==> src/rtl/controle_temporizador_jogada_if.sv <==
// Bus between the move-timeout controller and its contador_163-style counter.
// The controller uses the master side; the counter uses the slave side.
interface controle_temporizador_jogada_if;
  logic       cnt_clr_n;
  logic       cnt_ld_n;
  logic       cnt_ent;
  logic       cnt_enp;
  logic [3:0] cnt_d;
  logic       rco_cnt;

  modport master (
    output cnt_clr_n, cnt_ld_n, cnt_ent, cnt_enp, cnt_d,
    input  rco_cnt
  );

  modport slave (
    input  cnt_clr_n, cnt_ld_n, cnt_ent, cnt_enp, cnt_d,
    output rco_cnt
  );
endinterface

==> src/rtl/controle_temporizador_jogada.sv <==
// Player-response timeout controller: preloads and reloads an external counter over PERIODS rco periods.
// Optional pause support is compiled in with the TEMPORIZADOR_PAUSA_EN macro.
module controle_temporizador_jogada #(
  parameter int START_VAL = 8,
  parameter int PERIODS   = 3,
  parameter int CW        = 3
) (
  input  logic          clock,
  input  logic          clr,
  input  logic          iniciar,
  input  logic          jogada,
  input  logic          cancelar,
`ifdef TEMPORIZADOR_PAUSA_EN
  input  logic          pausa,
`endif
  controle_temporizador_jogada_if.master cnt,
  output logic          ativo,
  output logic          pronto,
  output logic          timeout,
  output logic [CW-1:0] periodos
);

`ifdef TEMPORIZADOR_PAUSA_EN
  typedef enum logic [2:0] {OCIOSO, CARREGA, CONTA, RECARGA, FIM_OK, FIM_TO, PAUSA} state_t;
`else
  typedef enum logic [2:0] {OCIOSO, CARREGA, CONTA, RECARGA, FIM_OK, FIM_TO} state_t;
`endif

  localparam logic [CW-1:0] LAST = CW'(PERIODS - 1);
  localparam logic [CW-1:0] FULL = CW'(PERIODS);

  state_t        state, state_nxt;
  logic [CW-1:0] per_nxt;
  logic          clr_n, ld_n, en;

  always_ff @(posedge clock or negedge clr) begin
    if (!clr) begin
      state    <= OCIOSO;
      periodos <= '0;
    end else begin
      state    <= state_nxt;
      periodos <= per_nxt;
    end
  end

  always_comb begin
    state_nxt = state;
    per_nxt   = periodos;
    clr_n     = 1'b0;
    ld_n      = 1'b1;
    en        = 1'b0;
    ativo     = 1'b0;
    pronto    = 1'b0;
    timeout   = 1'b0;
    case (state)
      OCIOSO: begin
        if (iniciar) state_nxt = CARREGA;
      end
      CARREGA, RECARGA: begin
        clr_n = 1'b1;
        ld_n  = 1'b0;
        ativo = 1'b1;
        if (state == CARREGA) per_nxt = '0;
        if (cancelar)    state_nxt = OCIOSO;
        else if (jogada) state_nxt = FIM_OK;
        else             state_nxt = CONTA;
      end
      CONTA: begin
        clr_n = 1'b1;
        en    = 1'b1;
        ativo = 1'b1;
        // a move on the same edge as the final rco still counts as in time
        if (cancelar)    state_nxt = OCIOSO;
        else if (jogada) state_nxt = FIM_OK;
        else if (cnt.rco_cnt) begin
          if (periodos == LAST) begin
            per_nxt   = FULL;
            state_nxt = FIM_TO;
          end else begin
            per_nxt   = periodos + 1'b1;
            state_nxt = RECARGA;
          end
        end
`ifdef TEMPORIZADOR_PAUSA_EN
        else if (pausa) state_nxt = PAUSA;
`endif
      end
`ifdef TEMPORIZADOR_PAUSA_EN
      PAUSA: begin
        clr_n = 1'b1;
        ativo = 1'b1;
        if (cancelar)    state_nxt = OCIOSO;
        else if (jogada) state_nxt = FIM_OK;
        else if (!pausa) state_nxt = CONTA;
      end
`endif
      FIM_OK: begin
        pronto    = 1'b1;
        state_nxt = OCIOSO;
      end
      FIM_TO: begin
        timeout   = 1'b1;
        state_nxt = OCIOSO;
      end
      default: state_nxt = OCIOSO;
    endcase
  end

  assign cnt.cnt_clr_n = clr_n;
  assign cnt.cnt_ld_n  = ld_n;
  assign cnt.cnt_ent   = en;
  assign cnt.cnt_enp   = en;
  assign cnt.cnt_d     = 4'(START_VAL);

endmodule

==> src/flat_wrapper.sv <==
// flat-port wrapper written by rule: the top's interface ports become plain ports
module controle_temporizador_jogada_flat 
#(
  parameter int START_VAL = 8,
  parameter int PERIODS   = 3,
  parameter int CW        = 3
)
  (clock, clr, iniciar, jogada, cancelar, ativo, pronto, timeout, periodos, cnt_cnt_clr_n, cnt_cnt_ld_n, cnt_cnt_ent, cnt_cnt_enp, cnt_cnt_d, cnt_rco_cnt);
  controle_temporizador_jogada_if cnt_i ();
  input  logic clock;
  input  logic clr;
  input  logic iniciar;
  input  logic jogada;
  input  logic cancelar;
  output logic ativo;
  output logic pronto;
  output logic timeout;
  output logic [CW-1:0] periodos;
  output wire logic [$bits(cnt_i.cnt_clr_n)-1:0] cnt_cnt_clr_n;
  output wire logic [$bits(cnt_i.cnt_ld_n)-1:0] cnt_cnt_ld_n;
  output wire logic [$bits(cnt_i.cnt_ent)-1:0] cnt_cnt_ent;
  output wire logic [$bits(cnt_i.cnt_enp)-1:0] cnt_cnt_enp;
  output wire logic [$bits(cnt_i.cnt_d)-1:0] cnt_cnt_d;
  input wire logic [$bits(cnt_i.rco_cnt)-1:0] cnt_rco_cnt;
  assign cnt_cnt_clr_n = cnt_i.cnt_clr_n;
  assign cnt_cnt_ld_n = cnt_i.cnt_ld_n;
  assign cnt_cnt_ent = cnt_i.cnt_ent;
  assign cnt_cnt_enp = cnt_i.cnt_enp;
  assign cnt_cnt_d = cnt_i.cnt_d;
  assign cnt_i.rco_cnt = cnt_rco_cnt;
  controle_temporizador_jogada #(.START_VAL(START_VAL), .PERIODS(PERIODS), .CW(CW)) u_core (.clock(clock), .clr(clr), .iniciar(iniciar), .jogada(jogada), .cancelar(cancelar), .cnt(cnt_i), .ativo(ativo), .pronto(pronto), .timeout(timeout), .periodos(periodos));
endmodule
==> config.mk <==
export PLATFORM = sky130hd
export DESIGN_NAME = controle_temporizador_jogada_flat
export DESIGN_NICKNAME = d
export VERILOG_FILES = /design/src/rtl/controle_temporizador_jogada_if.sv /design/src/rtl/controle_temporizador_jogada.sv /design/src/flat_wrapper.sv
export SDC_FILE = /design/constraint.sdc
export NUM_CORES = 1
export LEC_CHECK = 0
export ABC_AREA = 1
export BUFFER_PORTS_ARGS = -buffer_cell sky130_fd_sc_hd__buf_2
export CAP_MARGIN = 25
export CORE_MARGIN = 5
export CORE_UTILIZATION = 35
export CTS_BUF_LIST = sky130_fd_sc_hd__clkbuf_4 sky130_fd_sc_hd__clkbuf_8
export DETAILED_ROUTE_END_ITERATION = 8
export GPL_TIMING_DRIVEN = 0
export PLACE_DENSITY = 0.59
export SLEW_MARGIN = 40
export SYNTH_ARGS = -nofsm -noshare
export SYNTH_HDL_FRONTEND = slang
export SYNTH_SLANG_ARGS = --single-unit
==> constraint.sdc <==
create_clock -name clock -period 2.6 [get_ports clock]
set_clock_uncertainty 0.05 [all_clocks]
set_input_delay 0 -clock clock [delete_from_list [all_inputs] [get_ports clock]]
set_output_delay 0 -clock clock [all_outputs]
set_load 0.01 [all_outputs]
==> metrics.md, run 1 <==
| Metric | Value |
|---|---|
| Post-Syn Area | 475 sq um |
| Gate Count Post-Synth | 70 |
| Leakage power | 0.375 nW |
| Max VDD drop | roughly 0.38 mV |
| Root Buffer | clkbuf_4 |
| Worst EP arrival | approximately 1.9 ns |
| Worst path slowest cell | dlygate4sd3_1 |
| Io pins | 20 |
| Sequential element share of the synthesized area | a little under a third |
| Die height | 46.9 um |
| CP required | 2.72 ns |
| Count of cell types in the netlist | 18 |
| Detail Route Antenna Nets | 0 |
| CTS tree | built |
| RR Startpoint | u_core.periodos[0] |
| # rows | 13 |
| Warnings, synthesis | 0 |
| Crit start category | flip-flop |
| Die area | 0.00220 sq mm |
| Crit Path Category | flip-flop to flip-flop |
| CTS Buffer Depth | 2 |
| Hold Path Sink | u_core.state[2] |
| GRT Total Usage | roughly 9.6% |
| Worst skew pair latency | roughly 0.23 ns |
| Final Hold Fails | 0 |
| Max Clock Freq | between 500 and 600 MHz |
| CP Cell Sequence | inv_1 > ha_1 > nand2_1 > nand3_1 > nand2_1 > nand2_1 > o21bai_1 > dlygate4sd3_1 |
| Final worst slack | roughly 0.8 ns |
| Setup Fix Bufs, Post-CTS | 0 |
| Seq cells post-synth | 6 |
| Wire per inst | around 9 um |
| Outcome | finished, final reports clean |
| Worst hold path type | primary input to flip-flop |
| Reg2reg setup slack | between 0.8 and 0.9 ns |
| Clock-pin slew on the worst setup and hold paths | ~0.04 ns |
| Max-cap viol count | 0 |
| Global-route wire length before repair | approximately 1500 um |
| First-iteration detailed-routing DRC count | 11 |
| Quantity of I/O buffers inserted on ports | 15 |
| Fin crit period | ~1.8 ns |
| Pwr per Cell Area | 706 mW/mm^2 |
| Most used cell, CP | nand2_1 |
| Core area | around 0.0013 sq mm |
| Clock Sinks | 6 |
| Layout cells sized above 1 | about a third |
| CP top delay family | buffers and inverters |
| Reg2Reg Depth | 8 |
| Drt first pass iters | 3 |
| Pre-CTS setup slack | between 1 and 1.5 ns |
| Pin count of the biggest net entering global routing | 8 |
| Hold path startpoint | cancelar |
| Vias/cell | approximately 4.2 |
| ANT cells | 0 |
| Max Transition Viols Final | 0 |
| Hold path depth | 4 |
| Area grow syn2layout | 32.4% |
| Die Width | approximately 47 um |
| TritonCTS Buffers | 3 |
| Worst Path Max Fanout | 5 |
| Final Instance Area | 629 sq um |
| Most common cell after layout, fill and taps aside | buf_2 |
| Routability cong. | roughly 0.73 |
| CTS H-Tree Depth | 1 |
| Placed cell area | slightly below 600 sq um |
| Critical path endpoint category | flip-flop |
| Critical path's largest stage delay | 0.56 ns |
| Placed wire-length estimate | about 800 um |
| Fin nets | 103 |
| Via count | approximately 450 |
| Initial antenna violation count | 0 |
| WL final | 960 um |
| Starting Density | around 37% |
| Final setup fails | 0 |
| RSZ-0062 raised after global routing | no |
| Drc violations | 0 |
| Final Core Density | between 40% and 50% |
| Period utilization | roughly two thirds |
| Syn avg cell area | 6.79 sq um |
| Total negative slack | 0 ns |
| Most frequent cells in the layout | 15 x buf_2, 14 x nand2_1, 11 x nor2_1, 9 x inv_1 |
| Buf+Inv Stages, Crit Path | 2 |
| R2R Path End | u_core.state[1] |
| Vias in the first global route | about 410 |
| Congestion Overflow GR | 0 |
## cell families after synthesis
logic type	Yosys count	synth area share (%)
AND/OR/NAND/NOR	40	38.9
flip-flops	6	31.6
AO/OA/AOI/OAI	4	5.00
adder cells (fa/ha/maj)	2	5.26
other	2	1.58
buffers and inverters	16	17.6
## repair_timing
item	CTS	global route
endpoints found under the hold margin	7	0
gates resized for setup	0	0
hold buffers	3	0
## layer usage
metal  vias up  global-route usage [%]  wire [um]  share of wire, %
met2         9                    14.4        457                48
met4         0                    6.63          0                 0
met1       191                    12.9        442                46
met5         -                       0          0                 0
li1        254                       -          -                 -
met3         0                    1.15         60               6.3
## synthesized netlist by cell type
cell type	number	area, sq um
nand3_1	5	25.0
o21ai_0	1	5.00
nor3_1	4	20.0
dfrtp_1	6	150
a21oi_1	1	5.00
nor2_1	11	41.3
nand2_2	3	18.8
conb_1	2	7.51
ha_1	2	25.0
inv_1	9	33.8
nand2_4	1	11.3
nand3_2	1	10.0
clkinv_2	1	5.00
o21bai_1	1	7.51
buf_4	6	45.0
o22ai_1	1	6.26
nand2_1	14	52.6
nor2_2	1	6.26
## worst reg2reg max path, cell delays in order (launching register included)
cell	delay, ns
dfrtp_1	0.40
inv_1	0.06
ha_1	0.18
nand2_1	0.13
nand3_1	0.08
nand2_1	0.06
nand2_1	0.05
o21bai_1	0.13
dlygate4sd3_1	0.56
## worst max-delay path by stage
stage,startpoint,end,slack [ns],depth (start not counted)
2_1_floorplan,u_core.periodos[0],u_core.state[2],1.44,6
3_3_place_gp,u_core.periodos[0],u_core.state[2],1.36,6
3_5_place_dp,u_core.periodos[0],u_core.state[2],1.37,6
4_1_cts,u_core.periodos[0],u_core.state[1],0.85,8
5_1_grt,u_core.periodos[0],u_core.state[1],0.69,8
6_report,u_core.periodos[0],u_core.state[1],0.82,8
## through the flow
stage	hold slack [ns]	total power, W	std cells
global placement	-0.225	0.000359	102
detailed placement	-0.223	0.000361	102
floorplan	-0.346	0.000294	72
finish	0.0280	0.000445	108
CTS	0.0231	0.000452	108
global route	0.0562	0.000485	108
## registers in the layout, indices dropped and copies added, names as in the netlist
name,cells
u_core.state,3
u_core.periodos,3
## layout make-up
type | count | area, sq um
fill | 128 | 656
multi-input combinational | 50 | 249
sequential | 6 | 150
timing repair buffer | 18 | 105
buffer | 6 | 45.0
inverter | 10 | 38.8
clock buffer | 3 | 22.5
tap | 15 | 18.8
## where the power goes
| group | switching, W | internal [W] |
|---|---|---|
| sequential | 0.0000258 | 0.000111 |
| clock | 0.0000287 | 0.0000519 |
| combinational | 0.000133 | 0.0000941 |
| total | 0.000188 | 0.000257 |
Power figures use the tool's default switching activity.
==> run 2, diff against run 1 <==
--- a/config.mk
+++ b/config.mk
@@ -13,7 +13,7 @@
 export CTS_BUF_LIST = sky130_fd_sc_hd__clkbuf_4 sky130_fd_sc_hd__clkbuf_8
 export DETAILED_ROUTE_END_ITERATION = 8
 export GPL_TIMING_DRIVEN = 0
-export PLACE_DENSITY = 0.59
+export PLACE_DENSITY = 0.61
 export SLEW_MARGIN = 40
 export SYNTH_ARGS = -nofsm -noshare
 export SYNTH_HDL_FRONTEND = slang
==> constraint.sdc (replaced) <==
create_clock -name clock -period 1.5 [get_ports clock]
set_clock_uncertainty 0.05 [all_clocks]
set_input_delay 0 -clock clock [delete_from_list [all_inputs] [get_ports clock]]
set_output_delay 0 -clock clock [all_outputs]
set_load 0.01 [all_outputs]
==> run 2 against run 1 <==
  * Global-route usage is 0.23 points higher
  * Power up 71%
  * Final cell count is 1.9% lower
  * Clock power increased by 74%
  * Critical path depth decreased by 3
  * Flip-flop and latch count stayed put
  * Wire length down 0.31%
  * Non-clock buffer count is 2 lower
  * Core utilization decreased by 1.6 points
==> metrics.md, run 2 (synthesis results as in run 1) <==
| Metric | Value |
|---|---|
| Max Transition Viols Final | 0 (unchanged) |
| Max Clock Freq | approximately 760 MHz |
| Max VDD drop | 0.509 mV (+35%) |
| Outcome | finished, final reports clean |
| Detail Route Antenna Nets | 0 (unchanged) |
| Crit Path Category | flip-flop to primary output |
| Layout cells sized above 1 | 34.1% (+0.73 points) |
| Clock share of power | 18.4% (+0.3 points) |
| GRT Total Usage | 9.84% (+0.23 points) |
| Biggest regs | u_core.periodos (3), u_core.state (3) |
| Die height | 46.9 um (unchanged) |
| Most frequent cells in the layout | 15 x buf_2, 14 x nand2_1, 11 x nor2_1, 9 x inv_1 |
| Routability cong. | 0.762 (+3.7%) |
| ANT cells | 0 (unchanged) |
| Final setup fails | 0 (unchanged) |
| Worst path slowest cell | dfrtp_1 |
| Root Buffer | clkbuf_4 |
| Pre-CTS setup slack | 0.257 ns (-1.11 ns) |
| Initial antenna violation count | 0 (unchanged) |
| Cell-internal power | 0.000438 W (+70%) |
| Worst skew pair latency | 0.24 ns (about the same) |
| Drc violations | 0 (unchanged) |
| Worst hold path type | primary input to flip-flop |
| CP Cell Sequence | nor2_2 > nand2_2 > clkinv_2 > buf_4 > buf_2 |
| Via count | 454 (unchanged) |
| Sequential power share | 31.3% (+0.6 points) |
| Final worst slack | 0.184 ns (-0.632 ns) |
| Placed wire-length estimate | 845 um (+5.5%) |
| Io pins | 20 (unchanged) |
| RSZ-0062 raised after global routing | no |
| CP required | 1.45 ns (-1.27 ns) |
| CTS H-Tree Depth | 1 (unchanged) |
| TritonCTS Buffers | 3 (unchanged) |
| Global-route wire length before repair | 1530 um (+0.46%) |
| # rows | 13 (unchanged) |
| Worst Path Max Fanout | 6 (+1) |
| Fin crit period | 1.32 ns |
| Core area | 0.00128 sq mm (unchanged) |
| Net switching power | 0.000322 W (+72%) |
| Clock Sinks | 6 (unchanged) |
| Setup Fix Bufs, Post-CTS | 0 (unchanged) |
| Congestion Overflow GR | 0 (unchanged) |
| Vias in the first global route | 421 (+2.4%) |
| Drt first pass iters | 4 (+1) |
| CTS Buffer Depth | 2 (unchanged) |
| Pin count of the biggest net entering global routing | 8 (unchanged) |
| Wire per inst | 9.03 um (+1.6%) |
| Clock-pin slew on the worst setup and hold paths | 0.04 ns (about the same) |
| Pwr per Cell Area | 1250 mW/mm^2 (+77%) |
| CTS tree | built |
| Comb pwr share | 50.3% (-0.8 points) |
| Fin nets | 101 (-1.9%) |
| Critical path endpoint category | primary output |
| Worst EP arrival | 1.27 ns (-0.63 ns) |
| Vias/cell | 4.28 (+1.9%) |
| Final Hold Fails | 0 (unchanged) |
| Area grow syn2layout | 28.2% |
| Leakage power | 0.364 nW (-2.9%) |
| Post-cts resize count | 0 (unchanged) |
| Critical path's largest stage delay | 0.44 ns (-0.12 ns) |
| Quantity of I/O buffers inserted on ports | 15 (unchanged) |
| Most common cell after layout, fill and taps aside | buf_2 |
| Starting Density | 37.0% (unchanged) |
| Final Core Density | 47.4% (-1.6 points) |
| Crit start category | flip-flop |
| Die area | 0.00220 sq mm (unchanged) |
| First-iteration detailed-routing DRC count | 5 (-6) |
| Hold-fix buffers at CTS | 1 (-2) |
| WL final | 957 um (-0.31%) |
| Total negative slack | 0 ns (unchanged) |
| Switching Share | 42.4% (+0.20 points) |
| Max-cap viol count | 0 (unchanged) |
| Period utilization | 87.8% |
| Die Width | 46.9 um (unchanged) |
## run 2: cell types whose count changed in the layout (fill, tap and decap cells not counted)
cell           previous run  this run
dlygate4sd3_1             3         1
## run 2: worst paths after layout
kind / startpoint / to / slack [ns] / cells past startpoint
worst max register to register: u_core.state[1] / u_core.state[2] / 0.26 / 4
worst min register to register: u_core.periodos[2] / u_core.periodos[2] / 0.48 / 2
worst max-delay path: u_core.state[2] / cnt_cnt_ent / 0.18 / 5
min in group asynchronous: clr / u_core.periodos[2] / 0.06 / 2
worst min-delay path: iniciar / u_core.state[1] / 0.01 / 3
max in group asynchronous: clr / u_core.state[0] / 1.20 / 2
## run 2: layout make-up
| type | instances | area, sq um |
|---|---|---|
| Buffer | 6 | 45.0 |
| Clock buffer | 3 | 22.5 |
| Fill cell | 140 | 676 |
| Inverter | 10 | 38.8 |
| Multi-Input combinational cell | 50 | 249 |
| Sequential cell | 6 | 150 |
| Tap cell | 15 | 18.8 |
| Timing Repair Buffer | 16 | 85.1 |
## run 2: layer usage
| metal | track usage [%] | vias up | wire length [um] |
|---|---|---|---|
| met5 | 0 | - | 0 |
| met3 | 1.15 | 0 | 62 |
| li1 | - | 249 | - |
| met4 | 6.63 | 0 | 0 |
| met2 | 17.6 | 11 | 497 |
| met1 | 10.7 | 194 | 397 |
## run 2: critical path, delay by kind of cell (launching register included)
kind	cells	cell delay, ns
DFF	1	0.44
and+or+nand+nor	2	0.30
buffers and inverters	3	0.29
## run 2: power by group through the flow
| stage | Clock (W) | Sequential, W | Combinational, W |
|---|---|---|---|
| after CTS | 0.000150 | 0.000237 | 0.000388 |
| after detailed placement | 0 | 0.000239 | 0.000385 |
| after global placement | 0 | 0.000239 | 0.000382 |
| final | 0.000140 | 0.000238 | 0.000382 |
| after global routing | 0.000158 | 0.000242 | 0.000437 |
| after floorplan | 0 | 0.000234 | 0.000275 |
## run 2: through the flow
stage,cells,cell area (sq um),hold slack [ns],total power (W)
floorplan,72,483,-0.346,0.000509
global placement,102,577,-0.225,0.000621
detailed placement,102,577,-0.223,0.000624
CTS,106,609,0.00203,0.000775
global route,106,609,0.0189,0.000837
finish,106,609,0.00955,0.000760
